--- src/rtl/hartslag_sequencer.sv ---
// Heart-rate sequencer: synchronised, debounced beat input counted over a fixed window and reported as bpm.
// Define HARTSLAG_ALARM_EN to build the too_low/too_high comparators; otherwise both outputs are tied to 0.
module hartslag_sequencer #(
  parameter int WINDOW_CYCLES   = 50_000_000,
  parameter int DEBOUNCE_CYCLES = 1000,
  parameter int WIN_SHIFT       = 2,
  parameter int BPM_LOW         = 60,
  parameter int BPM_HIGH        = 180
) (
  input  logic       clk,
  input  logic       reset,
  input  logic       start,
  input  logic       stop,
  input  logic       cont,
  input  logic       beat_in,
  input  logic       bpm_ack,
  output logic [7:0] bpm,
  output logic       bpm_valid,
  output logic       overrun,
  output logic       busy,
  output logic       too_low,
  output logic       too_high
);

  // state   | meaning
  // IDLE    | waiting for start
  // ARM     | one cycle, clears beat and window counters
  // MEASURE | WINDOW_CYCLES cycles counting filtered rising edges
  // REPORT  | one cycle, loads bpm and alarms
  typedef enum logic [1:0] {IDLE, ARM, MEASURE, REPORT} state_t;

  localparam int WW = $clog2(WINDOW_CYCLES + 1);
  localparam int DW = $clog2(DEBOUNCE_CYCLES + 1);
  localparam int PW = (8 + WIN_SHIFT > 11) ? 8 + WIN_SHIFT : 11;

  state_t          state, state_nxt;
  logic            sync1, sync2, filt, filt_d;
  logic [DW-1:0]   deb_cnt;
  logic [WW-1:0]   win_cnt;
  logic [7:0]      beats;
  logic            cont_q;
  logic            beat_rise;
  logic            do_start, do_report;
  logic [PW-1:0]   scaled;
  logic [7:0]      bpm_new;

  // Filtered level follows sync2 only after DEBOUNCE_CYCLES consecutive differing samples.
  always_ff @(posedge clk or posedge reset) begin
    if (reset) begin
      sync1   <= 1'b0;
      sync2   <= 1'b0;
      filt    <= 1'b0;
      filt_d  <= 1'b0;
      deb_cnt <= '0;
    end else begin
      sync1  <= beat_in;
      sync2  <= sync1;
      filt_d <= filt;
      if (sync2 == filt) begin
        deb_cnt <= '0;
      end else if (deb_cnt == DW'(DEBOUNCE_CYCLES - 1)) begin
        filt    <= sync2;
        deb_cnt <= '0;
      end else begin
        deb_cnt <= deb_cnt + DW'(1);
      end
    end
  end

  assign beat_rise = filt & ~filt_d;

  always_ff @(posedge clk or posedge reset) begin
    if (reset) state <= IDLE;
    else       state <= state_nxt;
  end

  always_comb begin
    state_nxt = state;
    busy      = 1'b1;
    case (state)
      IDLE: begin
        busy = 1'b0;
        if (start) state_nxt = ARM;
      end
      ARM:     state_nxt = MEASURE;
      MEASURE: if (win_cnt == '0) state_nxt = REPORT;
      REPORT:  state_nxt = cont_q ? ARM : IDLE;
      default: state_nxt = IDLE;
    endcase
    if (stop) state_nxt = IDLE;
  end

  assign do_start  = (state == IDLE) & start & ~stop;
  assign do_report = (state == REPORT) & ~stop;

  always_ff @(posedge clk or posedge reset) begin
    if (reset) begin
      win_cnt <= '0;
      beats   <= '0;
      cont_q  <= 1'b0;
    end else begin
      if (do_start) cont_q <= cont;
      if (state == ARM) begin
        win_cnt <= WW'(WINDOW_CYCLES - 1);
        beats   <= '0;
      end else if (state == MEASURE) begin
        if (win_cnt != '0) win_cnt <= win_cnt - WW'(1);
        if (beat_rise && beats != 8'hFF) beats <= beats + 8'd1;
      end
    end
  end

  assign scaled  = PW'(beats) << WIN_SHIFT;
  assign bpm_new = (scaled > PW'(255)) ? 8'hFF : scaled[7:0];

  // A same-cycle ack consumes the old result, so only an unacked result raises overrun.
  always_ff @(posedge clk or posedge reset) begin
    if (reset) begin
      bpm       <= '0;
      bpm_valid <= 1'b0;
      overrun   <= 1'b0;
    end else begin
      if (do_report) begin
        bpm       <= bpm_new;
        bpm_valid <= 1'b1;
      end else if (bpm_ack) begin
        bpm_valid <= 1'b0;
      end
      if (do_report && bpm_valid && !bpm_ack) overrun <= 1'b1;
      else if (do_start)                      overrun <= 1'b0;
    end
  end

`ifdef HARTSLAG_ALARM_EN
  always_ff @(posedge clk or posedge reset) begin
    if (reset) begin
      too_low  <= 1'b0;
      too_high <= 1'b0;
    end else if (do_report) begin
      too_low  <= (32'(bpm_new) < BPM_LOW);
      too_high <= (32'(bpm_new) > BPM_HIGH);
    end
  end
`else
  assign too_low  = 1'b0;
  assign too_high = 1'b0;
`endif

endmodule

--- config.mk ---
export PLATFORM = sky130hd
export DESIGN_NAME = hartslag_sequencer
export DESIGN_NICKNAME = d
export VERILOG_FILES = /design/src/rtl/hartslag_sequencer.sv
export SDC_FILE = /design/constraint.sdc
export NUM_CORES = 1
export LEC_CHECK = 0
export ABC_AREA = 1
export CORE_MARGIN = 4
export CORE_UTILIZATION = 45
export CTS_CLUSTER_SIZE = 30
export DETAILED_ROUTE_END_ITERATION = 10
export GPL_ROUTABILITY_DRIVEN = 0
export GPL_TIMING_DRIVEN = 1
export PLACE_DENSITY = 0.69
export SLEW_MARGIN = 15
export SYNTH_ARGS = -nofsm -noshare
export SYNTH_HDL_FRONTEND = slang
export SYNTH_SLANG_ARGS = --single-unit
--- constraint.sdc ---
create_clock -name clk -period 2.2 [get_ports clk]
set_input_delay 0.44 -clock clk [delete_from_list [all_inputs] [get_ports clk]]
set_output_delay 0.44 -clock clk [all_outputs]
set_load 0.1 [all_outputs]
[After elaboration in Yosys (flattened, before gate mapping)]
Cells that the tools add are included.
Operators by class
  reduce and logical (&&, ||, !) cells: 16
  $lt $le $gt $ge: 1
  bitwise gates (word level): 7
  $add $sub $neg: 3
  equal/unequal tests: 8
  mux-type cells: 19
Operator list (count)
  $mux W26: 3
  $mux W8: 4
  $logic_not A26 Y1: 1
  $reduce_bool A26 Y1: 1
  $sub A26 B1 Y26 const B: 1
  $mux W10: 2
  $add A10 B1 Y10 const B: 1
  $eq A10 B10 Y1 const B: 1
  $gt A10 B8 Y1 const B: 1
  $reduce_bool A2 Y1: 5
  $add A8 B1 Y8 const B: 1
  $ne A8 B8 Y1 const B: 1
  $pmux W2 S4: 1
  $reduce_and A2 Y1: 4
  $mux W1: 6
  $mux W2: 3
  $ne A3 B3 Y1 const B: 2
  $and A1 B1 Y1: 4
  $eq A2 B2 Y1 const B: 2
  $logic_and A1 B1 Y1: 3
  $not A1 Y1: 3
  $eq A2 B1 Y1 const B: 1
  $logic_not A2 Y1: 1
  $eq A1 B1 Y1: 1
  $logic_not A1 Y1: 1
Word-level totals
  input port bits: 7
  word-level logic and storage cells: 66
  flip-flop bits (word level): 61

[Longest topological paths before layout]
Gate-level depths: netlist of run 1.
  depth in word-level cells: 6
  mapped depth: 11
  depth with buffers taken out: 11

[Least setup slack after synthesis of run 1]
OpenSTA, ideal clock, no wires.
  path type: register -> output
  start point: reg bpm[1]
  end point: out bpm[1]
  setup slack: 0.420 ns
  stages on the path, launching flop included: 2
  data arrival time: 1.340 ns
  cells stage by stage: dfrtp_1 buf_4
RTL lines
  start: declaration: line 17  | output logic [7:0] bpm,
  start signal: assignment: line 124  | bpm <= bpm_new;
No word-level cell between the ends.

[Worst setup path after layout of run 1]
  start point: reg win_cnt[0]
  end point: reg win_cnt[10]
On the way
  cells in the longest elaborated chain, start to end: 4
RTL lines
  start: declaration: line 39  | logic [WW-1:0] win_cnt;
  start signal: assignment: line 104  | win_cnt <= WW'(WINDOW_CYCLES - 1);
  start signal: assignment: line 107  | if (win_cnt != '0) win_cnt <= win_cnt - WW'(1);
  $sub A26 B1 Y26: line 107
  $mux W26: line 107
  $mux W26: line 106  | end else if (state == MEASURE) begin
  $mux W26: line 103  | if (state == ARM) begin
Several ways; a longest one is shown, not always the timed one. The select of a mux whose other input is x is not followed.
A chain may end at the register's enable or synchronous reset.

==> results of run 1 <==
[cell usage in the layout (no fill, tap or decap), drive strengths merged, types with 7 or more instances in the layout]
| cell | count |
|---|---|
| buf | 19 |
| clkbuf | 12 |
| dfrtp | 60 |
| ha | 8 |
| inv | 50 |
| nand2 | 158 |
| nand3 | 57 |
| nand4 | 12 |
| nor2 | 71 |
| o21ai | 25 |
| or2 | 7 |
| xor2 | 9 |
[kinds of logic (layout without fill, tap and decap cells)]
kind of cell	Yosys count	in the layout	share of synthesized area
AND/OR/NAND/NOR	309	309	0.379
buffers and inverters	62	92	0.0757
flip-flops	60	60	0.431
AO/OA/AOI/OAI	36	36	0.0574
XOR/XNOR	11	11	0.0276
adder cells (fa/ha/maj)	8	8	0.0287
other	1	2	0.00108
[path summary, 6_finish.rpt]
| check | startpoint | endpoint | slack, ps | depth (start not counted) |
|---|---|---|---|---|
| max | win_cnt[0] | win_cnt[10] | 270 | 10 |
| min | sync1 | sync2 | 350 | 0 |
| max reg2reg | win_cnt[0] | win_cnt[10] | 270 | 10 |
| min reg2reg | sync1 | sync2 | 350 | 0 |
| max in group asynchronous | reset | win_cnt[10] | 1240 | 3 |
| min in group asynchronous | reset | deb_cnt[1] | 450 | 2 |
[stage by stage]
stage	total power, uW	setup slack [ps]	hold slack, ps	cells	cell area [sq um]
2_1_floorplan	3890	275	331	488	3490
3_5_place_dp	4550	206	341	601	3780
5_1_grt	6080	88.7	367	617	3990
4_1_cts	5560	195	358	617	3980
6_report	5560	272	354	617	3990
3_3_place_gp	4450	290	339	601	3780
[power by group]
part	internal [uW]	total (uW)	switching (uW)
registers	1420	1790	369
logic	869	2780	1910
clock network	553	992	439
total	2840	5560	2720
[area by class of cell]
cell class | instances | area [sq um] | share of cell area
Timing Repair Buffer | 25 | 240 | 0.0603
Tap cell | 99 | 124 | 0.0311
Multi-Input combinational cell | 366 | 1730 | 0.435
Sequential cell | 60 | 1500 | 0.377
Clock inverter | 4 | 48.8 | 0.0122
Clock buffer | 12 | 145 | 0.0364
Inverter | 51 | 191 | 0.0480
[sequential cells by signal (all words and copies together) (netlist names)]
| register | count |
|---|---|
| bpm | 7 |
| beats | 8 |
| sync2 | 1 |
| win_cnt | 26 |
| filt_d | 1 |
| deb_cnt | 10 |
| overrun | 1 |
| filt | 1 |
| state | 2 |
| cont_q | 1 |
| sync1 | 1 |
| bpm_valid | 1 |
[per-layer routing]
| metal | global-route usage | routed length, microns | up-vias |
|---|---|---|---|
| met5 | 0 | 0 | - |
| met2 | 0.320 | 3770 | 80 |
| met4 | 0.0758 | 92 | 0 |
| met3 | 0.0321 | 386 | 10 |
| met1 | 0.241 | 3590 | 1509 |
| li1 | - | - | 1599 |
[repair_timing]
| item | CTS | global route |
|---|---|---|
| endpoints found under the setup margin | 0 | 2 |
| resized for setup | 0 | 1 |
| hold endpoints to repair | 0 | 0 |
==> reports/qor.yml, run 1 <==
run_status:
  status: "completed"
power_and_ir_drop:
  irDropWorstVdd_mv: 0.661
  leakage_uw: 0.00200
  powerDensity_nw_per_um2: 1400
timing:
  setup_viol: 0
  rsz0062_at_grt: "false"
  fin_crit_ps: 1930
  post-route-period-util: 0.877
  tightest_slew_ps: 529
  max_freq_mhz: 519
  skew_ps: 11.2
  final-hold-violation-count: 0
  slew_headroom: 0.645
  tns_ps: 0
  slew_violations: 0
critical_path:
  cp_slowest_cell: "dfrtp_1"
  crit_required_ps: 2460
  crit_path_start_kind: "flop"
  crit_type: "flop to flop"
  path_delay_family: "simple AND/OR/NAND/NOR gates"
  critical_path_arrival_ps: 2190
  critPathMaxStageDelay_ps: 380
  critPathBufInv: 1
  cp_max_fo: 34
  critPathCaptureType: "flop"
  worstPathCellList: "inv_1, ha_1, nand2_2, nor2_4, nand2_1, nor2_4, nand2_2, nand2_8, nand2_1, o21ai_1"
synth:
  synth.cell_area_sq_um: 3490
  synth_common_cells: "155 x nand2_1, 67 x nor2_1, 60 x dfrtp_1"
  ys_warn_count: 0
  yosysSeqAreaShare: 0.431
  synth_flop_cell: "dfrtp_1"
  synth_top_area_cell: "dfrtp_1"
  synth-edff-count: 0
  synthCells: 487
  ys_ff_latch: 60
  syn_area_per_cell_sq_um: 7.16
  synth_top_area_share: 0.431
  yosysUniqueCellTypes: 31
  ys_top_cells_by_area: "dfrtp_1 43%, nand2_1 17%, nand3_1 8.2%"
  async_flop_share: 1.00
  yosysMostFrequentCell: "nand2_1"
layout:
  area_delta_synth_final_pct: 14.3
  antenna_cells: 0
  final_core_util: 0.538
  drive_gt1_frac: 0.0946
  final_net_count: 528
  fillers: 711
global_routing:
  grt_max_degree: 35
  first_global_vias: 3132
  grt_pass1_wl_microns: 13800
  grt.total_usage: 0.190
  antenna_found_initial: 0
  grt_overflow: 0
clock_tree:
  hold_buffers: 0
  cts_made_buffers: 9
  clk_pin_slew_ps: 70
  cts_max_level: 3
  cts_sinks: 60
  clock_path_buffers: 2
  clock_latency_ps: 340
  cts_tree: "done"
  post_cts_buffers: 0
  cts_root_buffer: "clkbuf_8"
floorplan:
  ios: 20
  initial_core_util: 0.471
  core_area_sq_um: 7410
  die_h_microns: 96.0
  fp.dieW_microns: 96.0
  core.rowCount: 31
  dieArea_sq_um: 9220
drt:
  totalWireLength_microns: 7850
  routed_via_density: 5.18
  ant_nets: 0
  drc_errors: 0
  drtIter0Drc: 200
  dr.pass1.iters: 5
  vias: 3198
  routedWlPerCell_microns: 12.7
run:
  cap_violations: 0
placed_design:
  port_buffers: 17
  hpwl_microns: 5750
min_path:
  hold_path.class: "flop to flop"
Note: power is estimated with default switching activity, not from simulation.
==> run 2, diff against run 1 <==
--- a/config.mk
+++ b/config.mk
@@ -8,6 +8,7 @@
 export ABC_AREA = 1
 export CORE_MARGIN = 4
 export CORE_UTILIZATION = 45
+export CTS_BUF_LIST = sky130_fd_sc_hd__clkbuf_4 sky130_fd_sc_hd__clkbuf_8 sky130_fd_sc_hd__clkbuf_16
 export CTS_CLUSTER_SIZE = 30
 export DETAILED_ROUTE_END_ITERATION = 10
 export GPL_ROUTABILITY_DRIVEN = 0
==> run 2 against run 1 <==
Against the previous run:
- clock-buffer cell count unchanged
- cell count unchanged
- register-to-register slack hardly changed
- wire length is 0.19% lower
- hold slack about the same
- maximum frequency is 0.16% lower
- utilization rose by 0.10 points
- first-iteration DRC count up 2.0%
- critical path depth did not move
- sequential share of layout area shrank 0.071 points
- critical path type unchanged
- largest power group unchanged
==> reports/qor.yml, run 2 (same netlist as run 1, synthesis figures left out) <==
run_status:
  status: "completed"
global_routing:
  antenna_found_initial: 0  # unchanged
  gr-usage-met1: 0.241  # unchanged
  grt.total_usage: 0.190  # unchanged
  gr-usage-met3: 0.0321  # unchanged
  use_met2: 0.320  # unchanged
  first_global_vias: 3131  # -0.032%
  top_usage_layer: "met2"
  grt_pass1_wl_microns: 13800  # unchanged
  grt_overflow: 0  # unchanged
  grt_max_degree: 35  # unchanged
timing:
  fin_crit_ps: 1930  # +3.16 ps
  setup_viol: 0  # unchanged
  post-route-period-util: 0.878  # +0.00143
  max_freq_mhz: 518  # -0.16%
  rsz0062_at_grt: "false"
  tns_ps: 0  # unchanged
  final-hold-violation-count: 0  # unchanged
  skew_ps: 10.6  # -0.564 ps
  timing.final.ws_setup_ps: 268  # -3.16 ps
  slew_headroom: 0.650  # +0.00483
  tightest_slew_ps: 525  # -4.45 ps
  slew_violations: 0  # unchanged
critical_path:
  critical_path_arrival_ps: 2190  # about the same
  crit_path_start_kind: "flop"
  rrSetupSlack_ps: 270  # about the same
  ff2ff_path_depth: 10  # unchanged
  crit_required_ps: 2460  # about the same
  reg2reg_to: "win_cnt[10]"
  crit_type: "flop to flop"
  r2r_start: "win_cnt[0]"
  cp_max_fo: 34  # unchanged
  critPathCaptureType: "flop"
layout:
  final_core_util: 0.539  # +0.00101
  layout_top_registers: "win_cnt (26), deb_cnt (10), beats (8)"
  regMostFlops: "win_cnt"
  antenna_cells: 0  # unchanged
  largest_reg_flops: 26  # unchanged
  layout_common_cells: "155 x nand2_1, 67 x nor2_1, 60 x dfrtp_1"
  fillers: 708  # -0.42%
  final_common_cell: "nand2_1"
  final_net_count: 528  # unchanged
  area_delta_synth_final_pct: 14.5
  multi_input_area_sq_um: 1730  # unchanged
  seqCellArea_sq_um: 1500  # unchanged
  drive_gt1_frac: 0.0985  # +0.00386
clock_tree:
  cts_made_buffers: 9  # unchanged
  cts_max_level: 3  # unchanged
  cts_sinks: 60  # unchanged
  cts_tree: "done"
  clock_path_buffers: 2  # unchanged
  cts_root_buffer: "clkbuf_8"
  clk_pin_slew_ps: 70  # about the same
  hold_buffers: 0  # unchanged
  clock_latency_ps: 340  # about the same
  post_cts_buffers: 0  # unchanged
drt:
  ant_nets: 0  # unchanged
  routed_via_density: 5.17  # -0.19%
  drc_errors: 0  # unchanged
  routedWlPerCell_microns: 12.7  # -0.19%
  drtIter0Drc: 204  # +2.0%
  vias: 3192  # -0.19%
  dr.pass1.iters: 4  # -1
  totalWireLength_microns: 7830  # -0.19%
floorplan:
  die_h_microns: 96.0  # unchanged
  core_area_sq_um: 7410  # unchanged
  dieArea_sq_um: 9220  # unchanged
  initial_core_util: 0.471  # unchanged
  core.rowCount: 31  # unchanged
  fp.dieW_microns: 96.0  # unchanged
  ios: 20  # unchanged
power_and_ir_drop:
  p_sw_uw: 2720  # about the same
  irDropWorstVdd_mv: 0.663  # +0.28%
  p_comb_frac: 0.498  # -0.002
  powerDensity_nw_per_um2: 1400  # +0.22%
  power_frac_clock: 0.182  # +0.004
  intPower_uw: 2870  # +0.87%
  power_frac_seq: 0.320  # -0.002
  leakage_uw: 0.00201  # +0.34%
  swShare: 0.487  # -0.00235
placed_design:
  pre_cts_ws_ps: 206  # unchanged
  port_buffers: 17  # unchanged
  hpwl_microns: 5750  # unchanged
min_path:
  hold_path.startpoint: "sync1"
  hold_depth: 0  # unchanged
  hold_end: "sync2"
  hold_path.class: "flop to flop"
run:
  cap_violations: 0  # unchanged
-- run 2: cell counts in the layout (fill, tap and decap cells not counted) --
No cell type changed its count.
-- run 2: metrics by stage --
stage / cells / hold WS (ps) / instance area [sq um] / total power (uW)
after floorplan: 488 / 331 / 3490 / 3890
after global placement: 601 / 339 / 3780 / 4450
after detailed placement: 601 / 341 / 3780 / 4550
after CTS: 617 / 358 / 3980 / 5580
after global routing: 617 / 367 / 3990 / 6110
final: 617 / 354 / 3990 / 5590
-- run 2: critical path: stages (launching register included) --
cell	delay [ps]
dfrtp_1	380
inv_1	140
ha_1	320
nand2_2	130
nor2_4	170
nand2_1	110
nor2_4	130
nand2_2	100
nand2_8	200
nand2_1	80
o21ai_1	70
-- run 2: cell type report --
cell class | instances | share of cell area
clock inverters | 4 | 0.0122
multi-input cells | 366 | 0.434
flip-flops and latches | 60 | 0.376
well taps | 99 | 0.0310
clock buffers | 12 | 0.0382
inverters | 51 | 0.0479
repair buffers | 25 | 0.0602
-- run 2: worst max-delay path by stage --
stage               startpoint     endpoint  cells past startpoint
finish              win_cnt[0]  win_cnt[10]                     10
global route        win_cnt[0]  win_cnt[16]                     10
CTS                 win_cnt[0]  win_cnt[10]                     10
detailed placement  win_cnt[0]  win_cnt[11]                      9
global placement    win_cnt[0]  win_cnt[11]                      9
floorplan                reset     beats[0]                      1
-- run 2: power by group through the flow --
stage | Clock (uW) | Combinational, uW | Sequential (uW)
6_report | 1020 | 2780 | 1790
3_5_place_dp | 0 | 2750 | 1790
4_1_cts | 1040 | 2760 | 1780
3_3_place_gp | 0 | 2660 | 1790
5_1_grt | 1100 | 3170 | 1840
2_1_floorplan | 0 | 2030 | 1860
-- run 2: repair_timing --
| item | 4_1_cts | 5_1_grt |
|---|---|---|
| gates resized for setup | 0 | 1 |
| endpoints found under the setup margin | 0 | 2 |
| endpoints found under the hold margin | 0 | 0 |
-- run 2: per-layer routing --
layer	share of wire	vias up
li1	-	1599
met4	0.012	0
met5	0	-
met3	0.044	10
met1	0.46	1510
met2	0.48	73
